File: src/rtl/hamming_enc_scheduler.sv
// Round-robin front end that shares one serial Hamming(7,4) encoder among N requesters:
// grants one, shifts its nibble in LSB first, waits for ready and returns the tagged codeword.
module hamming_enc_scheduler #(
  parameter int N       = 4,
  parameter int ID_W    = 2,
  parameter int TIMEOUT = 16
) (
  input  logic            clk,
  input  logic            reset,
  input  logic [N-1:0]    req,
  input  logic [4*N-1:0]  req_data,
  output logic [N-1:0]    grant,
  output logic            busy,
  output logic            done,
  output logic [ID_W-1:0] done_id,
  output logic [6:0]      codeword,
  output logic            error,
  output logic            enc_data_in,
  output logic            enc_write,
  input  logic            enc_ready,
  input  logic [6:0]      enc_data_out
);

  localparam int TW = $clog2(TIMEOUT);

  typedef enum logic [1:0] {S_IDLE, S_SHIFT, S_WAIT, S_DONE} state_t;

  state_t          state;
  logic [ID_W-1:0] ptr, id;
  logic [3:0]      nib;
  logic [1:0]      cnt;
  logic [TW-1:0]   timer;

  logic            found;
  logic [ID_W-1:0] sel;
  logic [N-1:0]    sel_oh;
  logic [3:0]      sel_nib;

  // Second pass (indices above ptr) overrides the wrap-around pass; descending
  // loops leave the lowest matching index, giving a rotating priority from ptr+1.
  always_comb begin
    found   = 1'b0;
    sel     = '0;
    sel_oh  = '0;
    sel_nib = '0;
    for (int i = N-1; i >= 0; i--)
      if (req[i] && i <= int'(ptr)) begin
        found   = 1'b1;
        sel     = ID_W'(i);
        sel_oh  = '0;
        sel_oh[i] = 1'b1;
        sel_nib = req_data[4*i +: 4];
      end
    for (int i = N-1; i >= 0; i--)
      if (req[i] && i > int'(ptr)) begin
        found   = 1'b1;
        sel     = ID_W'(i);
        sel_oh  = '0;
        sel_oh[i] = 1'b1;
        sel_nib = req_data[4*i +: 4];
      end
  end

  always_ff @(posedge clk or posedge reset) begin
    if (reset) begin
      state       <= S_IDLE;
      ptr         <= ID_W'(N-1);
      id          <= '0;
      nib         <= '0;
      cnt         <= '0;
      timer       <= '0;
      grant       <= '0;
      busy        <= 1'b0;
      done        <= 1'b0;
      done_id     <= '0;
      codeword    <= '0;
      error       <= 1'b0;
      enc_data_in <= 1'b0;
      enc_write   <= 1'b0;
    end else begin
      grant <= '0;
      done  <= 1'b0;
      error <= 1'b0;
      case (state)
        S_IDLE: begin
          if (found) begin
            // first serial bit goes out together with the grant pulse
            grant       <= sel_oh;
            nib         <= sel_nib;
            id          <= sel;
            ptr         <= sel;
            cnt         <= '0;
            enc_write   <= 1'b1;
            enc_data_in <= sel_nib[0];
            busy        <= 1'b1;
            state       <= S_SHIFT;
          end else begin
            enc_write   <= 1'b0;
            enc_data_in <= 1'b0;
            busy        <= 1'b0;
          end
        end
        S_SHIFT: begin
          if (cnt == 2'd3) begin
            enc_write   <= 1'b0;
            enc_data_in <= 1'b0;
            timer       <= '0;
            state       <= S_WAIT;
          end else begin
            cnt         <= cnt + 2'd1;
            enc_data_in <= nib[cnt + 2'd1];
          end
        end
        S_WAIT: begin
          if (enc_ready) begin
            codeword <= enc_data_out;
            done     <= 1'b1;
            done_id  <= id;
            state    <= S_DONE;
          end else if (timer == TW'(TIMEOUT-1)) begin
            error <= 1'b1;
            busy  <= 1'b0;
            state <= S_IDLE;
          end else begin
            timer <= timer + 1'b1;
          end
        end
        S_DONE: begin
          busy  <= 1'b0;
          state <= S_IDLE;
        end
        default: begin
          busy        <= 1'b0;
          enc_write   <= 1'b0;
          enc_data_in <= 1'b0;
          state       <= S_IDLE;
        end
      endcase
    end
  end

endmodule

File: config.mk
export PLATFORM = sky130hd
export DESIGN_NAME = hamming_enc_scheduler
export DESIGN_NICKNAME = d
export VERILOG_FILES = /design/src/rtl/hamming_enc_scheduler.sv
export SDC_FILE = /design/constraint.sdc
export NUM_CORES = 1
export LEC_CHECK = 0
export ABC_CLOCK_PERIOD_IN_PS = 2300
export BUFFER_PORTS_ARGS = -buffer_cell sky130_fd_sc_hd__buf_2
export CAP_MARGIN = 10
export CORE_ASPECT_RATIO = 0.5
export CORE_UTILIZATION = 53
export CTS_BUF_LIST = sky130_fd_sc_hd__clkbuf_16
export CTS_CLUSTER_DIAMETER = 30
export CTS_CLUSTER_SIZE = 28
export DETAILED_ROUTE_END_ITERATION = 10
export PLACE_DENSITY = 0.91
export RECOVER_POWER = 25
export SYNTH_ARGS = -nofsm -noshare
export SYNTH_HDL_FRONTEND = slang
export SYNTH_SLANG_ARGS = --single-unit
File: constraint.sdc
create_clock -name clk -period 2.3 [get_ports clk]
set_clock_uncertainty 0.05 [all_clocks]
set_input_delay 0.115 -clock clk [delete_from_list [all_inputs] [get_ports clk]]
set_output_delay 0.115 -clock clk [all_outputs]
set_load 0.03 [all_outputs]
# == Word-level counts from Yosys, hierarchy flattened ==
# Index checks and enable logic that the tools add are counted.
# classes
addsub,2
n_lt_le_gt_ge,7
eq_ne,12
muxes,58
reduce_logical,17
# op_table
cell,count
$mux 4,19
$mux 2,13
$mux 1,19
$ne 2x2->1 const B,6
$reduce_and 3->1,3
$pmux 2 s4,1
$pmux 4 s2,1
$eq 2x2->1 const B,3
$logic_and 1x1->1,6
$reduce_and 2->1,3
$add 4x1->4 const B,1
$eq 4x4->1 const B,1
$gt 2x2->1 const A,2
$le 2x2->1 const A,2
$pmux 1 s2,2
$pmux 2 s2,1
$reduce_and 4->1,1
$reduce_bool 2->1,2
$lt 2x3->1 const B,1
$ne 3x3->1 const B,1
$pmux 1 s3,1
$reduce_bool 3->1,1
$add 2x1->2 const B,1
$bmux 1 s2,1
4 further kinds,4
# totals
regBits,34
out_inout_bits,18
elab_cells,110

# == Depth between registers and ports, before layout ==
# Gate-level depths: netlist of run 1.
# logic_depth
ltp_word,11
ltp_mapped,9

# == Least setup slack after synthesis of run 1 ==
# Ideal clock, no wire load.
# synth_timing
path_kind,reg-to-reg
start,register state[0]
end,register timer[0]
setup_ps,65
arrival_time_ps,1666
required_time_ps,2185
setup_slack_ps,519
path_stages_with_launch,10
path_buffers,1
synth_period_minus_slack_ps,1781
path_cell_list,dfrtp_1 inv_1 ha_1 buf_2 nand2_1 inv_2 or3_1 nor2_1 mux2_2 a22o_1
# synth_between
elab_chain_len,3
elab_cells_between_ends,8
classes_between,5 x eq/ne; 1 x mux; 2 x reduce/logical
# synth_lines
element,line_no,source
start: declaration,28,state_t state;
start signal: assignment,66,state <= S_IDLE;
start signal: assignment,96,state <= S_SHIFT;
start signal: assignment,108,state <= S_WAIT;
$eq 2x2->1 / $eq 2x1->1 (equally long branches),84,case (state)
$ne 2x2->1 (no source line) / $reduce_bool 2->1 (equally long branches),n/a,
$reduce_and 4->1 (no source line),n/a,
end signal: assignment,125,timer <= timer + 1'b1;
end: declaration,32,logic [TW-1:0] timer;
# Parallel ways exist; a longest one is shown, timed or not.
# A chain may end at the register's enable or synchronous reset.

# == Final worst setup path of run 1 ==
# Same ends and word-level chain as after synthesis.

==> results.tsv, run 1 <==
metric	value	unit
status	completed	
register bit total from synthesis	34	
Final Cycle Share	0.922	
# clock sinks	34	
async set-reset flop share out of synthesis	1.00	
CP Launch Type	register	
PnR worst setup slack	180	ps
Yosys cell types	53	
Max Cap Viol	0	
die width	88.3	µm
ANT cells	0	
CP bufs+invs	2	
fmax	0.472	GHz
Post-Syn Area	1970	µm²
final instance area	2370	µm²
Inst Count DP	292	
non-filler cells, final	301	
Mapped Cells	204	
crit path time final	2120	ps
Synth top area share	0.406	
post-route ant nets	0	
area leader, netlist	dfrtp_1	
GPL Wtd Cong	0.875	
Layout Nets	285	
CP max stage cell	dfrtp_1	
WL per Instance	14.5	µm
core area	3490	µm²
relative slew slack	0.460	
cts bufs inserted	5	
Worst Setup End Kind	register	
WP data required	2410	ps
Setup-failing EPs final	0	
hpwl dp	3200	µm
die area	3980	µm²
DP Worst Slack	199	ps
layout cells sized above 1	0.312	
PD cells	1410	nW/µm²
Post-Syn Nets	240	
Die Y	45.1	µm
Hold Path Class	input port to register	
P_leak	0.00112	µW
area growth from synthesis to layout	20.0	%
top_reg_cell synth	dfrtp_1	
Routed WL	4360	µm
YS warnings	0	
setup TNS	0	ps
synth cell count leaders	32 x dfrtp_1, 19 x nor2_1, 16 x nand2_1, 14 x a21oi_1	
site row count	15	
DRT iter0 DRCs	76	
Post-route DRC	0	
IO Count	48	
clk_lat worst skew	270	ps
WP data arrival	2230	ps
worst-path fanout max	12	
Worst Max-Slew Pin Slew	810	ps
CTS root buffer	clkbuf_16	
CTS Buffer Depth	2	
sequential area share after synthesis	0.433	
gr ovfl total	0	
All-Layer GR Usage	0.240	
antenna violations before repair	0	
unrepaired setup endpoints after global routing	false	
via count	1733	
htree depth	2	
CP delay by family, top	flip-flops	
number of global-route vias before repair	1597	
EDFF count, synth	0	
Critical Path Max Stage Delay	420	ps
Detailed Routing Iterations Pass 1	4	
top cells by area, synth	dfrtp_1 41%, mux2_2 5.7%, ha_1 3.8%	
largest net degree at the start of global routing	35	
CP cell instances	inv_1 > ha_1 > nand2_1 > inv_2 > or3_1 > nor2_1 > mux2_2 > a22o_1	
Via density	5.76	
initial core utilization	0.565	
CTS tree	yes	
Placement Cell Area	2220	µm²
first-pass GRT wire length	7120	µm
most frequent cell after synthesis	dfrtp_1	
endpoints failing hold	0	
Setup Crit Path Kind	register to register	
Slew Viols, Final	0	
Peak supply drop	435	µV
Post-Syn Area per Cell	9.67	µm²
Clock transition at path regs	50	ps
I/O Buffers	47	
==> sequential cells by signal, summed over array words and instances, names as in the netlist <==
signal / cells
codeword: 7
grant: 4
nib: 4
timer: 4
cnt: 2
done_id: 2
id: 2
ptr: 2
state: 2
busy: 1
done: 1
enc_data_in: 1
enc_write: 1
error: 1
==> metal layers <==
metal,vias up,global-route usage,routed length (µm)
li1,835,-,-
met4,0,0.0871,49
met3,7,0.0530,236
met5,-,0,0
met2,66,0.388,2040
met1,825,0.324,2040
==> worst paths after layout <==
check	start	endpoint	slack (ps)	cells past startpoint
min in group asynchronous	reset	codeword[5]	580	4
worst min register to register	id[1]	id[1]	430	1
worst max-delay path	state[0]	timer[0]	180	8
worst max register to register	state[0]	timer[0]	180	8
max in group asynchronous	reset	timer[2]	1110	4
worst min-delay path	enc_data_out[6]	codeword[6]	20	2
==> cell type report <==
| type | count | area, µm² |
|---|---|---|
| Inverter | 8 | 30.0 |
| Timing Repair Buffer | 50 | 258 |
| Tap cell | 51 | 63.8 |
| Fill cell | 288 | 1120 |
| Sequential cell | 34 | 853 |
| Clock buffer | 5 | 125 |
| Multi-Input combinational cell | 150 | 1020 |
| Clock inverter | 3 | 12.5 |
==> repair_timing <==
action | in CTS | in global routing
gates resized for setup | 0 | 0
hold endpoints to repair | 32 | 0
hold buffers | 1 | 0
buffers inserted | 0 | 0
==> per-stage QoR <==
stage / power [µW] / hold slack [ps] / utilization
2_1_floorplan: 2320 / 205 / -
3_5_place_dp: 2720 / 190 / 0.636
6_report: 3340 / 23.7 / 0.678
4_1_cts: 3350 / 19.6 / 0.678
3_3_place_gp: 2640 / 165 / 0.636
5_1_grt: 3570 / 15.5 / 0.678
==> cell families after synthesis <==
group | Yosys count | synth area share
and+or+nand+nor | 68 | 0.186
AOI/OAI and AO/OA | 62 | 0.213
DFF | 34 | 0.433
buffers and inverters | 20 | 0.0482
muxes | 12 | 0.0736
adders and majority gates | 6 | 0.0381
xor gates and xnor gates | 2 | 0.00888
==> report_power, final <==
group	internal, µW	switching (µW)
logic	654	968
clock network	390	224
registers	878	225
total	1920	1420
==> placed cells by master, fill, tap and decap left out, types with 4 or more instances in the layout <==
cell type	synthesis	layout
o21ai_1	9	9
clkbuf_16	0	5
nor2_1	19	19
ha_1	6	6
o21ai_0	9	9
buf_2	10	47
nand2_1	16	16
inv_1	5	6
nand2b_1	4	4
dfrtp_1	32	32
mux2_2	10	10
a21oi_1	14	14
Note: power is estimated with default switching activity, not from simulation.
==> run 2, diff against run 1 <==
--- a/config.mk
+++ b/config.mk
@@ -6,7 +6,7 @@
 export NUM_CORES = 1
 export LEC_CHECK = 0
 export ABC_CLOCK_PERIOD_IN_PS = 2300
-export BUFFER_PORTS_ARGS = -buffer_cell sky130_fd_sc_hd__buf_2
+export BUFFER_PORTS_ARGS = -buffer_cell sky130_fd_sc_hd__clkbuf_2
 export CAP_MARGIN = 10
 export CORE_ASPECT_RATIO = 0.5
 export CORE_UTILIZATION = 53
==> run 2 against run 1 <==
  * Worst hold slack got worse by 4.2 ps
  * First-iteration DRC count decreased by 22%
  * Fmax decreased by 1.1%
  * Flip-flop and latch count unchanged
  * Combinational power increased by 2%
  * Via count decreased by 0.17%
  * Register-to-register slack got worse by 20 ps
  * Global-route usage increased by 1.2 points
  * Routed wire length increased by 6.6%
  * Die area unchanged
  * Sequential share of layout area unchanged
  * Count of clock-buffer cells in the layout unchanged
==> results.tsv, run 2 (synthesized netlist as in run 1, its figures left out) <==
metric	value	unit	change
All-Layer GR Usage	0.253		was 0.240
Setup-failing EPs final	0		unchanged
hpwl dp	3350	µm	was 3200 µm
Post-route DRC	0		unchanged
met2 WL	2170	µm	was 2040 µm
# clock sinks	34		unchanged
non-filler cells, final	301		unchanged
IO Count	48		unchanged
area growth from synthesis to layout	20.0	%	unchanged
die area	3980	µm²	unchanged
GPL Wtd Cong	0.870		was 0.875
CP Launch Type	register		unchanged
max reg flops	7		unchanged
Routed WL	4650	µm	was 4360 µm
fmax	0.467	GHz	was 0.472 GHz
Setup Crit Path Kind	register to register		unchanged
Switching Power	1470	µW	was 1420 µW
switching part of the total	0.433		was 0.424
PD cells	1430	nW/µm²	was 1410 nW/µm²
CTS tree	yes		unchanged
Setup Fix Bufs, Post-CTS	0		unchanged
crit path time final	2140	ps	was 2120 ps
Hold Path Class	input port to register		unchanged
Inst Count DP	292		unchanged
number of global-route vias before repair	1597		unchanged
worst-path fanout max	12		unchanged
Worst Setup End Kind	register		unchanged
share of total power in combinational logic	0.489		was 0.486
antenna violations before repair	0		unchanged
Detailed Routing Iterations Pass 1	4		unchanged
CTS root buffer	clkbuf_16		unchanged
Layout Nets	285		unchanged
ANT cells	0		unchanged
CTS Buffer Depth	2		unchanged
clock power share	0.182		was 0.184
status	completed		unchanged
first-pass GRT wire length	7400	µm	was 7120 µm
Seq. cell area	853	µm²	unchanged
met3 routed WL	292	µm	was 236 µm
Sequential Power Share	0.330		about the same
fill count	271		was 288
Via density	5.75		was 5.76
Clock transition at path regs	50	ps	about the same
die width	88.3	µm	unchanged
cts bufs inserted	5		unchanged
Pwr Total	3390	µW	was 3340 µW
layout cells sized above 1	0.312		unchanged
DRT iter0 DRCs	59		was 76
most frequent cells in the layout	48 x clkbuf_2, 32 x dfrtp_1, 19 x nor2_1		was 47 x buf_2, 32 x dfrtp_1, 19 x nor2_1
WL per Instance	15.4	µm	was 14.5 µm
htree depth	2		unchanged
Worst Max-Slew Pin Slew	815	ps	was 810 ps
highest routed layer	met4		unchanged
Pint	1920	µW	about the same
via count	1730		was 1,733
I/O Buffers	47		unchanged
Metal-1 WL	2120	µm	was 2040 µm
Max Cap Viol	0		unchanged
unrepaired setup endpoints after global routing	false		unchanged
core area	3490	µm²	unchanged
site row count	15		unchanged
initial core utilization	0.565		unchanged
Die Y	45.1	µm	unchanged
largest net degree at the start of global routing	35		unchanged
area of the multi-input gates	1020	µm²	unchanged
setup TNS	0	ps	unchanged
most common cell after layout, fill and taps aside	clkbuf_2		was buf_2
hold_buf cts	1		unchanged
P_leak	0.00113	µW	was 0.00112 µW
endpoints failing hold	0		unchanged
Final Cycle Share	0.932		was 0.922
Slew Viols, Final	0		unchanged
gr ovfl total	0		unchanged
WP data arrival	2260	ps	was 2230 ps
clk_lat worst skew	280	ps	was 270 ps
WP data required	2420	ps	was 2410 ps
post-route ant nets	0		unchanged
Peak supply drop	543	µV	was 435 µV
relative slew slack	0.456		was 0.460
Resized Gates After CTS	0		unchanged
Biggest register	codeword		unchanged
[run 2: cell types whose count changed in the layout (fill, tap and decap cells not counted)]
cell | previous run | this run
clkbuf_2 | 1 | 48
buf_2 | 47 | 0
[run 2: per-stage QoR]
stage	setup WS, ps	area [µm²]	hold WS (ps)	util
CTS	136	2370	21.4	0.678
floorplan	519	1970	205	-
detailed placement	187	2220	172	0.636
global route	25.7	2370	13.7	0.678
finish	156	2370	19.5	0.678
global placement	331	2220	147	0.636
[run 2: path summary, 6_finish.rpt]
path	from	to	slack, ps	cells after the start
worst max-delay path	state[0]	timer[0]	160	8
worst min-delay path	enc_data_out[4]	codeword[4]	20	2
worst max register to register	state[0]	timer[0]	160	8
worst min register to register	id[1]	id[1]	440	1
max in group asynchronous	reset	error	1130	4
min in group asynchronous	reset	codeword[0]	560	4
[run 2: area by class of cell]
cell class,instances,area share
Clock inverter,3,0.00529
Tap cell,51,0.0270
Sequential cell,34,0.361
Timing Repair Buffer,50,0.109
Inverter,8,0.0127
Clock buffer,5,0.0529
Multi-Input combinational cell,150,0.433
[run 2: per-layer routing]
layer  up-vias  GRT usage
met5         -          0
met4         0     0.0935
met3         7     0.0695
met2        75      0.412
met1       813      0.328
li1        835          -
[run 2: worst max-delay path, stage by stage, from the launching register on]
cell	delay [ps]
dfrtp_1	410
inv_1	120
ha_1	340
nand2_1	170
inv_2	230
or3_1	200
nor2_1	70
mux2_2	270
a22o_1	170
[run 2: power groups by stage]
stage               registers (µW)  clock network [µW]  logic [µW]
global route                  1150                 656        1790
floorplan                     1270                   0        1050
CTS                           1110                 620        1640
detailed placement            1120                   0        1620
finish                        1120                 616        1660
global placement              1090                   0        1550
==> run 3, diff against run 2 <==
--- a/config.mk
+++ b/config.mk
@@ -5,6 +5,7 @@
 export SDC_FILE = /design/constraint.sdc
 export NUM_CORES = 1
 export LEC_CHECK = 0
+export ABC_AREA = 1
 export ABC_CLOCK_PERIOD_IN_PS = 2300
 export BUFFER_PORTS_ARGS = -buffer_cell sky130_fd_sc_hd__clkbuf_2
 export CAP_MARGIN = 10
==> run 3 against run 2 <==
  * Clock power increased by 19%
  * Utilization is 2.9 points higher
  * First-iteration DRC count grew 64%
  * Critical endpoint unchanged
  * Synthesized area shrank 1.8%
  * Sequential share of layout area is 1.1 points lower
  * Sequential power down 9.8%
  * Critical path type unchanged
  * Combinational power is essentially flat
  * Final cell count rose by 19%
  * Setup slack improved by 150 ps
  * Critical path depth up 1
  * Die area down 1.8%
==> results.tsv, run 3 <==
metric	value	unit	change
largest net degree at the start of global routing	35		unchanged
Die Y	44.7	µm	was 45.1 µm
endpoints failing hold	0		unchanged
unrepaired setup endpoints after global routing	false		unchanged
worst-path fanout max	7		was 12
most frequent cell after synthesis	nand2_1		was dfrtp_1
async set-reset flop share out of synthesis	1.00		unchanged
sequential area share after synthesis	0.441		was 0.433
hold_ws	11.9	ps	was 19.5 ps
DRT iter0 DRCs	97		was 59
Pwr Total	3380	µW	was 3390 µW
PD cells	1380	nW/µm²	was 1430 nW/µm²
Layout Nets	342		was 285
max reg flops	7		unchanged
clock power share	0.217		was 0.182
die width	87.5	µm	was 88.3 µm
core area	3450	µm²	was 3490 µm²
ANT cells	0		unchanged
Setup-failing EPs final	0		unchanged
most frequent cells in the layout	76 x nand2_1, 48 x clkbuf_2, 32 x dfrtp_1		was 48 x clkbuf_2, 32 x dfrtp_1, 19 x nor2_1
register bit total from synthesis	34		unchanged
GPL Wtd Cong	0.874		was 0.870
Post-Syn Nets	284		was 240
cts bufs inserted	5		unchanged
WP data required	2400	ps	was 2420 ps
CP Launch Type	register		unchanged
WP data arrival	2090	ps	was 2260 ps
Final Cycle Share	0.866		was 0.932
share of total power in combinational logic	0.483		was 0.489
Post-Syn Area	1940	µm²	was 1970 µm²
synth cell count leaders	76 x nand2_1, 32 x dfrtp_1, 28 x inv_1, 24 x nor2_1, 16 x nand3_1		was 32 x dfrtp_1, 19 x nor2_1, 16 x nand2_1, 14 x a21oi_1
CTS root buffer	clkbuf_16		unchanged
Mapped Cells	248		was 204
Via density	5.13		was 5.75
die area	3910	µm²	was 3980 µm²
fmax	0.502	GHz	was 0.467 GHz
CTS Buffer Depth	2		unchanged
relative slew slack	0.467		was 0.456
Slew Viols, Final	0		unchanged
gr ovfl total	0		unchanged
Worst Max-Slew Pin Slew	800	ps	was 815 ps
YS warnings	0		unchanged
hold_buf cts	6		was 1
hpwl dp	3390	µm	was 3350 µm
clk_lat worst skew	280	ps	about the same
switching part of the total	0.448		was 0.433
Synth top area share	0.414		was 0.406
Resized Gates After CTS	0		unchanged
Routed WL	4630	µm	was 4650 µm
site row count	15		unchanged
I/O Buffers	47		unchanged
setup TNS	0	ps	unchanged
most common cell after layout, fill and taps aside	nand2_1		was clkbuf_2
WL per Instance	12.9	µm	was 15.4 µm
antenna violations before repair	0		unchanged
Hold Path Class	input port to register		unchanged
Peak supply drop	585	µV	was 543 µV
Detailed Routing Iterations Pass 1	4		unchanged
# clock sinks	34		unchanged
Setup Fix Bufs, Post-CTS	0		unchanged
top cells by area, synth	dfrtp_1 41%, nand2_1 15%, inv_1 5.4%		was dfrtp_1 41%, mux2_2 5.7%, ha_1 3.8%
Post-route DRC	0		unchanged
Worst Setup End Kind	register		unchanged
All-Layer GR Usage	0.263		was 0.253
Max Cap Viol	0		unchanged
initial core utilization	0.561		was 0.565
area growth from synthesis to layout	26.2	%	was 20.0%
P_leak	0.00134	µW	was 0.00113 µW
Post-Syn Area per Cell	7.80	µm²	was 9.67 µm²
area of the multi-input gates	936	µm²	was 1020 µm²
Sequential Power Share	0.300		was 0.330
IO Count	48		unchanged
layout cells sized above 1	0.248		was 0.312
Seq. cell area	853	µm²	unchanged
Pint	1860	µW	was 1920 µW
CTS tree	yes		unchanged
Setup Crit Path Kind	register to register		unchanged
Clock transition at path regs	50	ps	about the same
EDFF count, synth	0		unchanged
area leader, netlist	dfrtp_1		unchanged
via count	1836		was 1,730
fill count	292		was 271
htree depth	2		unchanged
first-pass GRT wire length	7700	µm	was 7400 µm
Switching Power	1510	µW	was 1470 µW
Biggest register	codeword		unchanged
crit path time final	1990	ps	was 2140 ps
Yosys cell types	36		was 53
top_reg_cell synth	dfrtp_1		unchanged
number of global-route vias before repair	1732		was 1,597
post-route ant nets	0		unchanged
status	completed		unchanged
## run 3: cell types whose count changed in the layout (fill, tap and decap cells not counted), moves of 8 or more
| cell | previous run | this run |
|---|---|---|
| nand2_1 | 16 | 76 |
| inv_1 | 6 | 29 |
| nand3_1 | 2 | 16 |
| mux2_2 | 10 | 0 |
| a21oi_1 | 14 | 6 |
## run 3: stage by stage
stage	instances	instance area, µm²	setup slack [ps]	util
2_1_floorplan	248	1940	710	-
3_3_place_gp	344	2220	511	0.643
3_5_place_dp	344	2220	403	0.643
4_1_cts	358	2440	347	0.708
5_1_grt	358	2440	125	0.707
6_report	358	2440	309	0.707
## run 3: final timing paths
kind,start,slack (ps),depth (start not counted),to
worst min-delay path,enc_data_out[1],10,3,codeword[1]
min in group asynchronous,reset,570,4,grant[1]
worst min register to register,done_id[1],440,2,done_id[1]
worst max-delay path,state[1],310,9,timer[0]
max in group asynchronous,reset,1120,4,timer[1]
worst max register to register,state[1],310,9,timer[0]
## run 3: power groups by stage
stage | Clock (µW) | Combinational (µW) | Sequential (µW)
global placement | 0 | 1510 | 1000
detailed placement | 0 | 1600 | 1010
global route | 769 | 1810 | 1040
CTS | 748 | 1620 | 1010
floorplan | 0 | 964 | 1220
finish | 734 | 1630 | 1010
## run 3: area by class of cell
| class | instances | area share |
|---|---|---|
| inverter | 33 | 0.0517 |
| multi-input combinational | 178 | 0.383 |
| sequential | 34 | 0.349 |
| clock buffer | 5 | 0.0512 |
| tap | 51 | 0.0261 |
| timing repair buffer | 54 | 0.123 |
| clock inverter | 3 | 0.0154 |
## run 3: kinds of logic after synthesis
family,share of synthesized area
and+or+nand+nor,0.319
buffers and inverters,0.0756
AOI/OAI and AO/OA,0.111
DFF,0.441
adders and majority gates,0.0388
xor gates and xnor gates,0.00905
muxes,0.00517
## run 3: metal layers
metal / vias up / track usage / wire length [µm]
met4: 0 / 0.0951 / 89
li1: 912 / - / -
met5: - / 0 / 0
met3: 10 / 0.0713 / 325
met1: 833 / 0.332 / 2020
met2: 81 / 0.447 / 2200
## run 3: critical path: stages (launching register included)
cell	delay, ps
dfrtp_1	420
inv_1	140
ha_1	240
inv_1	110
nor2_1	280
inv_1	140
nand4_1	240
inv_1	90
nand3_1	70
o21ai_0	90
